`config.mk`:
```
export PLATFORM = sky130hd
export DESIGN_NAME = fp8_add_sequencer
export DESIGN_NICKNAME = d
export VERILOG_FILES = /design/src/rtl/fp8_add_sequencer.sv
export SDC_FILE = /design/constraint.sdc
export NUM_CORES = 1
export LEC_CHECK = 0
export CAP_MARGIN = 5
export CELL_PAD_IN_SITES_DETAIL_PLACEMENT = 1
export CELL_PAD_IN_SITES_GLOBAL_PLACEMENT = 2
export CORE_MARGIN = 1.5
export CORE_UTILIZATION = 36
export CTS_CLUSTER_DIAMETER = 100
export DETAILED_ROUTE_END_ITERATION = 6
export PLACE_DENSITY = 0.79
export SKIP_LAST_GASP = 1
export SLEW_MARGIN = 40
export SYNTH_ARGS = -nofsm -noshare
export SYNTH_HDL_FRONTEND = slang
export SYNTH_SLANG_ARGS = --single-unit
export TNS_END_PERCENT = 20
```
`constraint.sdc`:
```
create_clock -name clk -period 3.7 [get_ports clk]
set_input_delay 0.925 -clock clk [delete_from_list [all_inputs] [get_ports clk]]
set_output_delay 0.925 -clock clk [all_outputs]
set_load 0.05 [all_outputs]
```
`src/rtl/fp8_add_sequencer.sv`:
```
// Multi-cycle 8-bit floating-point adder controller: swaps operands by magnitude,
// aligns serially, adds/subtracts and normalises serially, with valid/ready on both sides.
module fp8_add_sequencer #(
  parameter int BIAS      = 3,
  parameter int MAX_ALIGN = 4
) (
  input  logic       clk,
  input  logic       rst_n,
  input  logic       in_valid,
  output logic       in_ready,
  input  logic [7:0] a,
  input  logic [7:0] b,
  output logic       out_valid,
  input  logic       out_ready,
  output logic [7:0] result,
  output logic       ovf,
  output logic       unf
);

  // Largest exponent code of the 3-bit field is 2*BIAS+1.
  localparam logic [2:0] EXP_MAX = 3'(2 * BIAS + 1);

  typedef enum logic [2:0] {IDLE, SWAP, ALIGN, ADD, NORM, DONE} state_t;

  state_t      state, state_nxt;
  logic [7:0]  a_r, b_r;
  logic [4:0]  sig_big, sig_small;
  logic [2:0]  exp_w, diff;
  logic [5:0]  sum;
  logic        sign_big, eff_sub;

  logic        zero_a, zero_b, a_big;
  logic [7:0]  big_op, small_op;
  logic [2:0]  diff_sw;

  always_comb begin
    zero_a   = (a_r[6:4] == 3'd0);
    zero_b   = (b_r[6:4] == 3'd0);
    a_big    = (a_r[6:0] >= b_r[6:0]);
    big_op   = a_big ? a_r : b_r;
    small_op = a_big ? b_r : a_r;
    diff_sw  = big_op[6:4] - small_op[6:4];
  end

  always_ff @(posedge clk or negedge rst_n) begin
    if (!rst_n) state <= IDLE;
    else        state <= state_nxt;
  end

  always_comb begin
    state_nxt = state;
    case (state)
      IDLE:  if (in_valid) state_nxt = SWAP;
      SWAP: begin
        if (zero_a || zero_b)     state_nxt = DONE;
        else if (diff_sw != 3'd0) state_nxt = ALIGN;
        else                      state_nxt = ADD;
      end
      ALIGN: if (diff > 3'(MAX_ALIGN) || diff == 3'd1) state_nxt = ADD;
      ADD:   state_nxt = NORM;
      NORM: begin
        if (sum[5])              state_nxt = (exp_w == EXP_MAX) ? DONE : NORM;
        else if (sum == 6'd0)    state_nxt = DONE;
        else if (!sum[4])        state_nxt = (exp_w == 3'd1) ? DONE : NORM;
        else                     state_nxt = DONE;
      end
      DONE:  if (out_ready) state_nxt = IDLE;
      default: state_nxt = IDLE;
    endcase
  end

  always_comb begin
    in_ready  = (state == IDLE);
    out_valid = (state == DONE);
  end

  always_ff @(posedge clk or negedge rst_n) begin
    if (!rst_n) begin
      a_r       <= '0;
      b_r       <= '0;
      sig_big   <= '0;
      sig_small <= '0;
      exp_w     <= '0;
      diff      <= '0;
      sum       <= '0;
      sign_big  <= 1'b0;
      eff_sub   <= 1'b0;
      result    <= '0;
      ovf       <= 1'b0;
      unf       <= 1'b0;
    end else begin
      case (state)
        IDLE: if (in_valid) begin
          a_r <= a;
          b_r <= b;
          ovf <= 1'b0;
          unf <= 1'b0;
        end
        SWAP: begin
          if (zero_a && zero_b) result <= '0;
          else if (zero_a)      result <= b_r;
          else if (zero_b)      result <= a_r;
          sig_big   <= {1'b1, big_op[3:0]};
          sig_small <= {1'b1, small_op[3:0]};
          exp_w     <= big_op[6:4];
          diff      <= diff_sw;
          sign_big  <= big_op[7];
          eff_sub   <= big_op[7] ^ small_op[7];
        end
        ALIGN: begin
          if (diff > 3'(MAX_ALIGN)) begin
            sig_small <= '0;
            diff      <= '0;
          end else begin
            sig_small <= sig_small >> 1;
            diff      <= diff - 3'd1;
          end
        end
        ADD: sum <= eff_sub ? ({1'b0, sig_big} - {1'b0, sig_small})
                            : ({1'b0, sig_big} + {1'b0, sig_small});
        NORM: begin
          if (sum[5]) begin
            if (exp_w == EXP_MAX) begin
              result <= {sign_big, 7'h7F};
              ovf    <= 1'b1;
            end else begin
              sum   <= sum >> 1;
              exp_w <= exp_w + 3'd1;
            end
          end else if (sum == 6'd0) begin
            result <= '0;
          end else if (!sum[4]) begin
            if (exp_w == 3'd1) begin
              result <= '0;
              unf    <= 1'b1;
            end else begin
              sum   <= sum << 1;
              exp_w <= exp_w - 3'd1;
            end
          end else begin
            result <= {sign_big, exp_w, sum[3:0]};
          end
        end
        default: ;
      endcase
    end
  end

endmodule

```
==> results.py, run 1 <==
metrics = {
    "setup_path": {
        "end_kind": "output port",
        "crit_fanout": 9,
        "rr_endpoint": "diff[2]",
        "rrSetupSlack_ns": 1.08,
        "crit_arrival_ns": 2.09,
        "reg2reg_from": "a_r[6]",
        "worst_setup_path_start_kind": "register",
        "cp_data_required_time_ns": 2.77,
        "ff2ff_path_depth": 10,
        "path_class": "reg -> out",
    },
    "sta": {
        "slew_viol_final": 0,
        "setup_violations": 0,
        "max_freq_ghz": 0.332,
        "skew_ns": 0.0107,
        "relSlewSlack_pct": 57.6,
        "fin_setup_tns_ns": 0,
        "worst_slew_pin_slew_ns": 0.636,
        "hold_violations": 0,
        "fin_crit_ns": 3.01,
        "rsz0062_at_grt": "no",
        "period_share_pct": 81.4,
    },
    "die": {
        "rows": 34,
        "die_w_microns": 98.6,
        "fp.dieH_microns": 98.6,
        "initial_core_util_pct": 37.4,
        "ioPinCount": 32,
        "fp.coreArea_sq_um": 8810,
        "die_area_sq_um": 9720,
    },
    "finish": {
        "drive_above_1_share_pct": 9.11,
        "nets": 436,
        "area_growth_pct": 15.9,
        "final_core_util_pct": 43.3,
        "diodes": 0,
    },
    "clock_network": {
        "cts_hold_buf": 0,
        "cts_setup_buffers": 0,
        "clockRootBuffer": "clkbuf_8",
        "insertion_delay_ns": 0.31,
        "cts_tree": "done",
        "cts_buffer_depth": 2,
        "cts_sinks": 53,
        "ctsHtreeMaxLevel": 2,
        "clk_pin_slew_worst_paths_ns": 0.11,
        "cts.repair.resized": 0,
        "numCtsBuffers": 5,
    },
    "route": {
        "num_vias": 2661,
        "finalWirelength_microns": 8630,
        "ant_nets": 0,
        "drc": 2,
        "drtPass1Iterations": 6,
        "wl_per_cell_microns": 17.2,
        "first_iter_violations": 51,
        "via_per_inst": 5.29,
    },
    "worst_hold_path": {
        "min-delay-path-class": "in -> async",
    },
    "synthesis": {
        "synth_edf_count": 0,
        "avgSynthCellArea_sq_um": 8.94,
        "synth_top_family_by_area": "compound AO/OA/AOI/OAI gates",
        "yosysWarnings": 0,
        "synthXorXnorAreaFrac_pct": 2.93,
        "synth_mux_area_share_pct": 4.87,
        "synth_cells": 368,
        "synth_flop_cell": "dfrtp_1",
        "synth-async-reset-ratio_pct": 100,
        "synth-simple-area-share_pct": 15.4,
        "ys_ff_latch": 53,
        "seq_area_frac_synth_pct": 40.3,
        "syn-num-nets": 410,
        "synth_compound_area_share_pct": 23.1,
        "ys_types": 50,
        "synthAdderAreaFrac_pct": 8.60,
        "netlist_area_sq_um": 3290,
    },
    "job": {
        "max_cap_viol_count": 0,
    },
    "global_route": {
        "track_usage_pct": 19.0,
        "grt_pass1_wl_microns": 14800,
        "grt_pass1_vias": 2864,
        "grt_overflow_total": 0,
        "antenna_found_initial": 0,
        "grt_start_max_net_pins": 41,
    },
    "placed_design": {
        "post-dp-hpwl_microns": 6600,
        "gp_congestion": 0.853,
        "portBuffers": 31,
    },
    "run_status": {
        "violations": "design-rule violations",
        "run_status": "finished with violations",
    },
}
## placed cells by master (no fill, tap or decap), drive strengths merged, types with 3 or more instances in the layout
| cell type | n |
|---|---|
| a211oi | 3 |
| a21o | 5 |
| a21oi | 26 |
| a221oi | 4 |
| a22oi | 6 |
| a31o | 4 |
| buf | 6 |
| clkbuf | 6 |
| clkdlybuf4s50 | 30 |
| dfrtp | 53 |
| ha | 21 |
| inv | 22 |
| mux2 | 8 |
| mux2i | 7 |
| nand2 | 60 |
| nand2b | 5 |
| nand3 | 3 |
| nor2 | 26 |
| nor2b | 4 |
| nor3 | 8 |
| o211ai | 3 |
| o21a | 9 |
| o21ai | 35 |
| o221ai | 8 |
| or3 | 3 |
| xnor2 | 10 |
## flip-flops by register name, summed over array words and instances (netlist names), 5 cells and up
signal and cells:
sum 6, result 8, a_r 8, b_r 8, sig_small 5, sig_big 5
## kinds of logic (layout without fill, tap and decap cells)
kind of cell / count (synthesis) / after routing
simple gates: 115 / 115
xor+xnor: 11 / 11
flops: 53 / 53
mux: 15 / 15
fa+ha+maj: 22 / 22
buf+inv: 39 / 66
compound gates: 113 / 113
## metal layers
layer | wire, microns | vias to the layer above | GRT usage [%]
li1 | - | 1344 | -
met1 | 4350 | 1280 | 26.3
met2 | 4040 | 33 | 32.1
met3 | 190 | 4 | 2.84
met4 | 46 | 0 | 3.30
met5 | 0 | - | 0
## Yosys cell counts, drive strengths merged (5+ instances only)
master,count,area [sq um]
nand2,60,225
dfrtp,53,1330
o21ai,35,190
a21oi,26,134
nor2,26,97.6
inv,22,82.6
ha,21,263
clkbuf,12,45.0
xnor2,10,87.6
o21a,9,67.6
mux2,8,90.1
nor3,8,51.3
o221ai,8,76.3
mux2i,7,70.1
a22oi,6,45.0
a21o,5,37.5
buf,5,30.0
nand2b,5,31.3
## area by class of cell
class	instances	area, sq um
Clock buffer	6	82.6
Clock inverter	2	37.5
Fill cell	1030	4990
Inverter	22	82.6
Multi-Input combinational cell	276	1810
Sequential cell	53	1330
Tap cell	108	135
Timing Repair Buffer	36	343
## worst max-delay path, stage by stage, from the launching register on
cell             delay (ns)
dfrtp_1                0.49
nor3_1                 0.41
clkdlybuf4s50_1        0.88
## worst max path at each step
stage                  start       end  depth (start not counted)
floorplan             a_r[6]   diff[2]                         12
global placement    state[0]  in_ready                          2
finish              state[0]  in_ready                          2
global route        state[0]  in_ready                          2
CTS                 state[0]  in_ready                          2
detailed placement  state[0]  in_ready                          2
## stage by stage
| stage | area (sq um) | instances | worst slack, ns | hold slack (ns) |
|---|---|---|---|---|
| after floorplan | 3290 | 368 | 1.07 | 0.441 |
| after global placement | 3690 | 495 | 1.08 | 0.455 |
| after detailed placement | 3690 | 495 | 1.07 | 0.464 |
| after CTS | 3810 | 503 | 0.720 | 0.495 |
| after global routing | 3810 | 503 | 0.650 | 0.489 |
| final | 3810 | 503 | 0.689 | 0.486 |
Power of run 1 is left out: the tool's default activity adds up to more than one toggle a clock period on the data nets, which glitch-free logic cannot reach.
==> inputs of run 2 (changes only) <==
==> constraint.sdc (replaced) <==
create_clock -name clk -period 3.1 [get_ports clk]
set_input_delay 0.775 -clock clk [delete_from_list [all_inputs] [get_ports clk]]
set_output_delay 0.775 -clock clk [all_outputs]
set_load 0.05 [all_outputs]
==> run 2 against run 1 <==
Design area down 0.33%. Global-route usage about the same. Die area is the same. Clock skew up 0.0027 ns. The flow still finishes with violations (design-rule violations).
==> results.py, run 2 (synthesis gave the netlist of run 1 again) <==
metrics = {
    "run_status": {
        "run_status": "finished with violations",
        "violations": "design-rule violations",
    },
    "setup_path": {
        "path_class": "reg -> out",
        "crit_fanout": 9,
        "worst_setup_path_start_kind": "register",
        "cp_data_required_time_ns": 2.32,
        "end_kind": "output port",
        "crit_arrival_ns": 2.04,
    },
    "route": {
        "finalWirelength_microns": 8720,
        "first_iter_violations": 123,
        "via_per_inst": 5.37,
        "drtPass1Iterations": 6,
        "wl_per_cell_microns": 17.3,
        "drc": 2,
        "ant_nets": 0,
        "num_vias": 2707,
    },
    "clock_network": {
        "cts_hold_buf": 0,
        "cts.repair.resized": 0,
        "insertion_delay_ns": 0.31,
        "numCtsBuffers": 5,
        "cts_sinks": 53,
        "cts_tree": "done",
        "cts_setup_buffers": 0,
        "ctsHtreeMaxLevel": 2,
        "clk_pin_slew_worst_paths_ns": 0.11,
        "cts_buffer_depth": 2,
        "clockRootBuffer": "clkbuf_8",
    },
    "placed_design": {
        "dp_cells": 496,
        "gp_congestion": 0.877,
        "portBuffers": 31,
        "post-dp-hpwl_microns": 6620,
    },
    "sta": {
        "worst_slew_pin_slew_ns": 0.679,
        "hold_violations": 0,
        "hold_ws_ns": 0.482,
        "max_freq_ghz": 0.355,
        "slew_viol_final": 0,
        "fin_setup_tns_ns": 0,
        "setup_violations": 0,
        "rsz0062_at_grt": "no",
        "skew_ns": 0.0134,
        "fin_crit_ns": 2.82,
        "relSlewSlack_pct": 53.6,
        "period_share_pct": 90.9,
    },
    "finish": {
        "reg_top3": "a_r x8, b_r x8, result x8",
        "area_growth_pct": 15.5,
        "final_core_util_pct": 43.2,
        "diodes": 0,
        "final_cell_mix": "60 x nand2_1, 53 x dfrtp_1, 30 x o21ai_0, 30 x clkdlybuf4s50_1, 26 x nor2_1",
        "final_cells": 504,
        "final_common_cell": "nand2_1",
        "fillers": 1024,
        "drive_above_1_share_pct": 9.09,
        "nets": 437,
        "ff_latch_area_sq_um": 1330,
        "multi_input_area_sq_um": 1810,
    },
    "worst_hold_path": {
        "min-delay-path-class": "in -> async",
    },
    "global_route": {
        "track_usage_pct": 19.0,
        "met2_usage_pct": 32.7,
        "grt_pass1_wl_microns": 14500,
        "grt_use_met3_pct": 2.70,
        "busiest_layer": "met2",
        "antenna_found_initial": 0,
        "grt_overflow_total": 0,
        "grt_pass1_vias": 2823,
        "grt_use_met1_pct": 25.9,
        "grt_start_max_net_pins": 28,
    },
    "die": {
        "die_w_microns": 98.6,
        "ioPinCount": 32,
        "fp.coreArea_sq_um": 8810,
        "initial_core_util_pct": 37.4,
        "fp.dieH_microns": 98.6,
        "die_area_sq_um": 9720,
        "rows": 34,
    },
    "job": {
        "max_cap_viol_count": 0,
    },
}
## run 2: cell count changes in the layout (fill, tap and decap cells not counted)
cell and change:
buf_12 +1, bufinv_16 -1, clkbuf_1 +1, clkbuf_8 -1, clkinvlp_4 +1
## run 2: layout make-up
cell class | count | area share (%)
multi-input combinational | 276 | 47.5
sequential | 53 | 34.9
timing repair buffer | 37 | 9.55
tap | 108 | 3.56
inverter | 22 | 2.17
clock buffer | 6 | 1.91
clock inverter | 2 | 0.395
## run 2: per-stage QoR
step	worst slack (ns)	cell area, sq um
after global placement	0.611	3710
after floorplan	0.467	3290
after CTS	0.274	3800
after global routing	0.153	3800
final	0.282	3800
after detailed placement	0.506	3710
## run 2: final timing paths
path	to	startpoint	slack (ns)	depth (start not counted)
hold reg to reg	sig_big[0]	sig_big[0]	0.48	2
max in group asynchronous	sig_big[1]	rst_n	2.02	2
min in group clk	sig_big[0]	sig_big[0]	0.48	2
setup reg to reg	diff[2]	a_r[5]	0.49	10
hold / removal	exp_w[0]	rst_n	0.48	1
setup / recovery	in_ready	state[0]	0.28	2
## run 2: worst max-delay path, cell delays in order, from the launching register on
cell and delay [ns]:
dfrtp_1 0.49, nor3_1 0.38, clkdlybuf4s50_1 0.88
## run 2: per-layer routing
metal / share of wire, % / vias to the layer above / routed length [microns]
met5: 0 / - / 0
met4: 0.58 / 0 / 51
met3: 2.5 / 4 / 215
met2: 48 / 35 / 4180
met1: 49 / 1324 / 4270
li1: - / 1344 / -
Power of run 2 is left out for the same reason.
==> inputs of run 3 (changes only) <==
--- a/config.mk
+++ b/config.mk
@@ -5,14 +5,14 @@
 export SDC_FILE = /design/constraint.sdc
 export NUM_CORES = 1
 export LEC_CHECK = 0
-export CAP_MARGIN = 5
 export CELL_PAD_IN_SITES_DETAIL_PLACEMENT = 1
 export CELL_PAD_IN_SITES_GLOBAL_PLACEMENT = 2
 export CORE_MARGIN = 1.5
-export CORE_UTILIZATION = 36
-export CTS_CLUSTER_DIAMETER = 100
+export CORE_UTILIZATION = 37
+export CTS_BUF_LIST = sky130_fd_sc_hd__clkbuf_2 sky130_fd_sc_hd__clkbuf_4 sky130_fd_sc_hd__clkbuf_8
+export CTS_CLUSTER_DIAMETER = 150
 export DETAILED_ROUTE_END_ITERATION = 6
-export PLACE_DENSITY = 0.79
+export PLACE_DENSITY = 0.81
 export SKIP_LAST_GASP = 1
 export SLEW_MARGIN = 40
 export SYNTH_ARGS = -nofsm -noshare
==> run 3 against run 2 <==
The run now ends clean. Worst setup slack worse by 0.057 ns. Critical path depth stayed put. Cell count grew 0.40%. Non-clock buffer count rose by 2. Die area fell by 2.6%. First-iteration DRC count shrank 60%. Global-route usage up 0.47 points. Sequential share of layout area down 0.44 points. Clock skew decreased by 0.0050 ns. Critical endpoint unchanged. Highest routed layer unchanged.
==> results.py, run 3 (synthesis gave the netlist of run 1 again) <==
metrics = {
    "global_route": {
        "grt_use_met3_pct": 2.45,
        "met2_usage_pct": 32.7,
        "grt_use_met1_pct": 26.7,
        "grt_start_max_net_pins": 24,
        "grt_pass1_vias": 2804,
        "busiest_layer": "met2",
        "track_usage_pct": 19.4,
        "grt_overflow_total": 0,
        "grt_pass1_wl_microns": 14700,
        "antenna_found_initial": 0,
    },
    "route": {
        "num_vias": 2722,
        "wl_per_cell_microns": 17.3,
        "ant_nets": 0,
        "finalWirelength_microns": 8780,
        "drc": 0,
        "via_per_inst": 5.38,
        "drtPass1Iterations": 4,
        "first_iter_violations": 49,
    },
    "placed_design": {
        "gp_congestion": 0.810,
        "post-dp-hpwl_microns": 6730,
        "portBuffers": 31,
    },
    "finish": {
        "nets": 439,
        "final_common_cell": "nand2_1",
        "drive_above_1_share_pct": 9.80,
        "reg_top3": "a_r x8, b_r x8, result x8",
        "final_cell_mix": "60 x nand2_1, 53 x dfrtp_1, 30 x o21ai_0, 30 x clkdlybuf4s50_1, 26 x nor2_1",
        "area_growth_pct": 17.0,
        "diodes": 0,
    },
    "setup_path": {
        "cp_data_required_time_ns": 2.32,
        "end_kind": "output port",
        "crit_arrival_ns": 2.10,
        "path_class": "reg -> out",
        "crit_fanout": 9,
        "worst_setup_path_start_kind": "register",
    },
    "sta": {
        "fin_crit_ns": 2.87,
        "hold_violations": 0,
        "relSlewSlack_pct": 61.1,
        "fin_setup_tns_ns": 0,
        "worst_slew_pin_slew_ns": 0.568,
        "setup_violations": 0,
        "period_share_pct": 92.7,
        "rsz0062_at_grt": "no",
        "skew_ns": 0.00835,
        "slew_viol_final": 0,
        "max_freq_ghz": 0.348,
    },
    "die": {
        "die_w_microns": 97.3,
        "initial_core_util_pct": 37.9,
        "fp.coreArea_sq_um": 8680,
        "ioPinCount": 32,
        "rows": 34,
        "die_area_sq_um": 9470,
        "fp.dieH_microns": 97.3,
    },
    "clock_network": {
        "clk_pin_slew_worst_paths_ns": 0.11,
        "cts.repair.resized": 0,
        "ctsHtreeMaxLevel": 2,
        "cts_hold_buf": 0,
        "insertion_delay_ns": 0.32,
        "clockRootBuffer": "clkbuf_8",
        "cts_buffer_depth": 2,
        "cts_sinks": 53,
        "cts_setup_buffers": 0,
        "cts_tree": "done",
        "numCtsBuffers": 5,
    },
    "job": {
        "max_cap_viol_count": 0,
    },
    "worst_hold_path": {
        "min-delay-path-class": "in -> async",
    },
    "run_status": {
        "run_status": "completed",
    },
}
-- run 3: cell types whose count changed in the layout (fill, tap and decap cells not counted), sizes merged --
cell      delta
buf          +2
bufinv       +2
clkbuf       -1
clkinv       +1
clkinvlp     -2
-- run 3: final cells by class --
class	count	area, sq um
Fill cell	1044	4830
Timing Repair Buffer	39	365
Sequential cell	53	1330
Multi-Input combinational cell	276	1810
Clock buffer	5	68.8
Inverter	22	82.6
Tap cell	108	135
Clock inverter	3	65.1
-- run 3: worst max-delay path: stages (launching register included) --
cell and delay [ns]:
dfrtp_1 0.49, nor3_1 0.41, clkdlybuf4s50_1 0.88
-- run 3: final timing paths --
path	slack, ns	to	startpoint	depth (start not counted)
min in group clk	0.49	sig_big[4]	sig_big[4]	1
worst max-delay path	0.23	in_ready	state[0]	2
worst min register to register	0.49	sig_big[4]	sig_big[4]	1
worst min-delay path	0.36	ovf	rst_n	1
max in group asynchronous	2.10	diff[2]	rst_n	2
worst max register to register	0.52	diff[2]	b_r[5]	11
-- run 3: routing by layer --
metal | wire length, microns | share of wire (%) | up-vias
met5 | 0 | 0 | -
met4 | 112 | 1.3 | 0
met3 | 198 | 2.3 | 9
met2 | 4180 | 48 | 45
met1 | 4290 | 49 | 1318
li1 | - | - | 1350
-- run 3: metrics by stage --
step	instances	worst slack (ns)	hold slack, ns	instance area [sq um]	util [%]
6_report	506	0.225	0.361	3850	44.3
5_1_grt	506	0.154	0.389	3850	44.3
4_1_cts	506	0.219	0.371	3850	44.3
3_5_place_dp	498	0.543	0.464	3710	42.8
3_3_place_gp	498	0.618	0.456	3710	42.8
2_1_floorplan	368	0.467	0.441	3290	-
Power of run 3 is left out for the same reason.
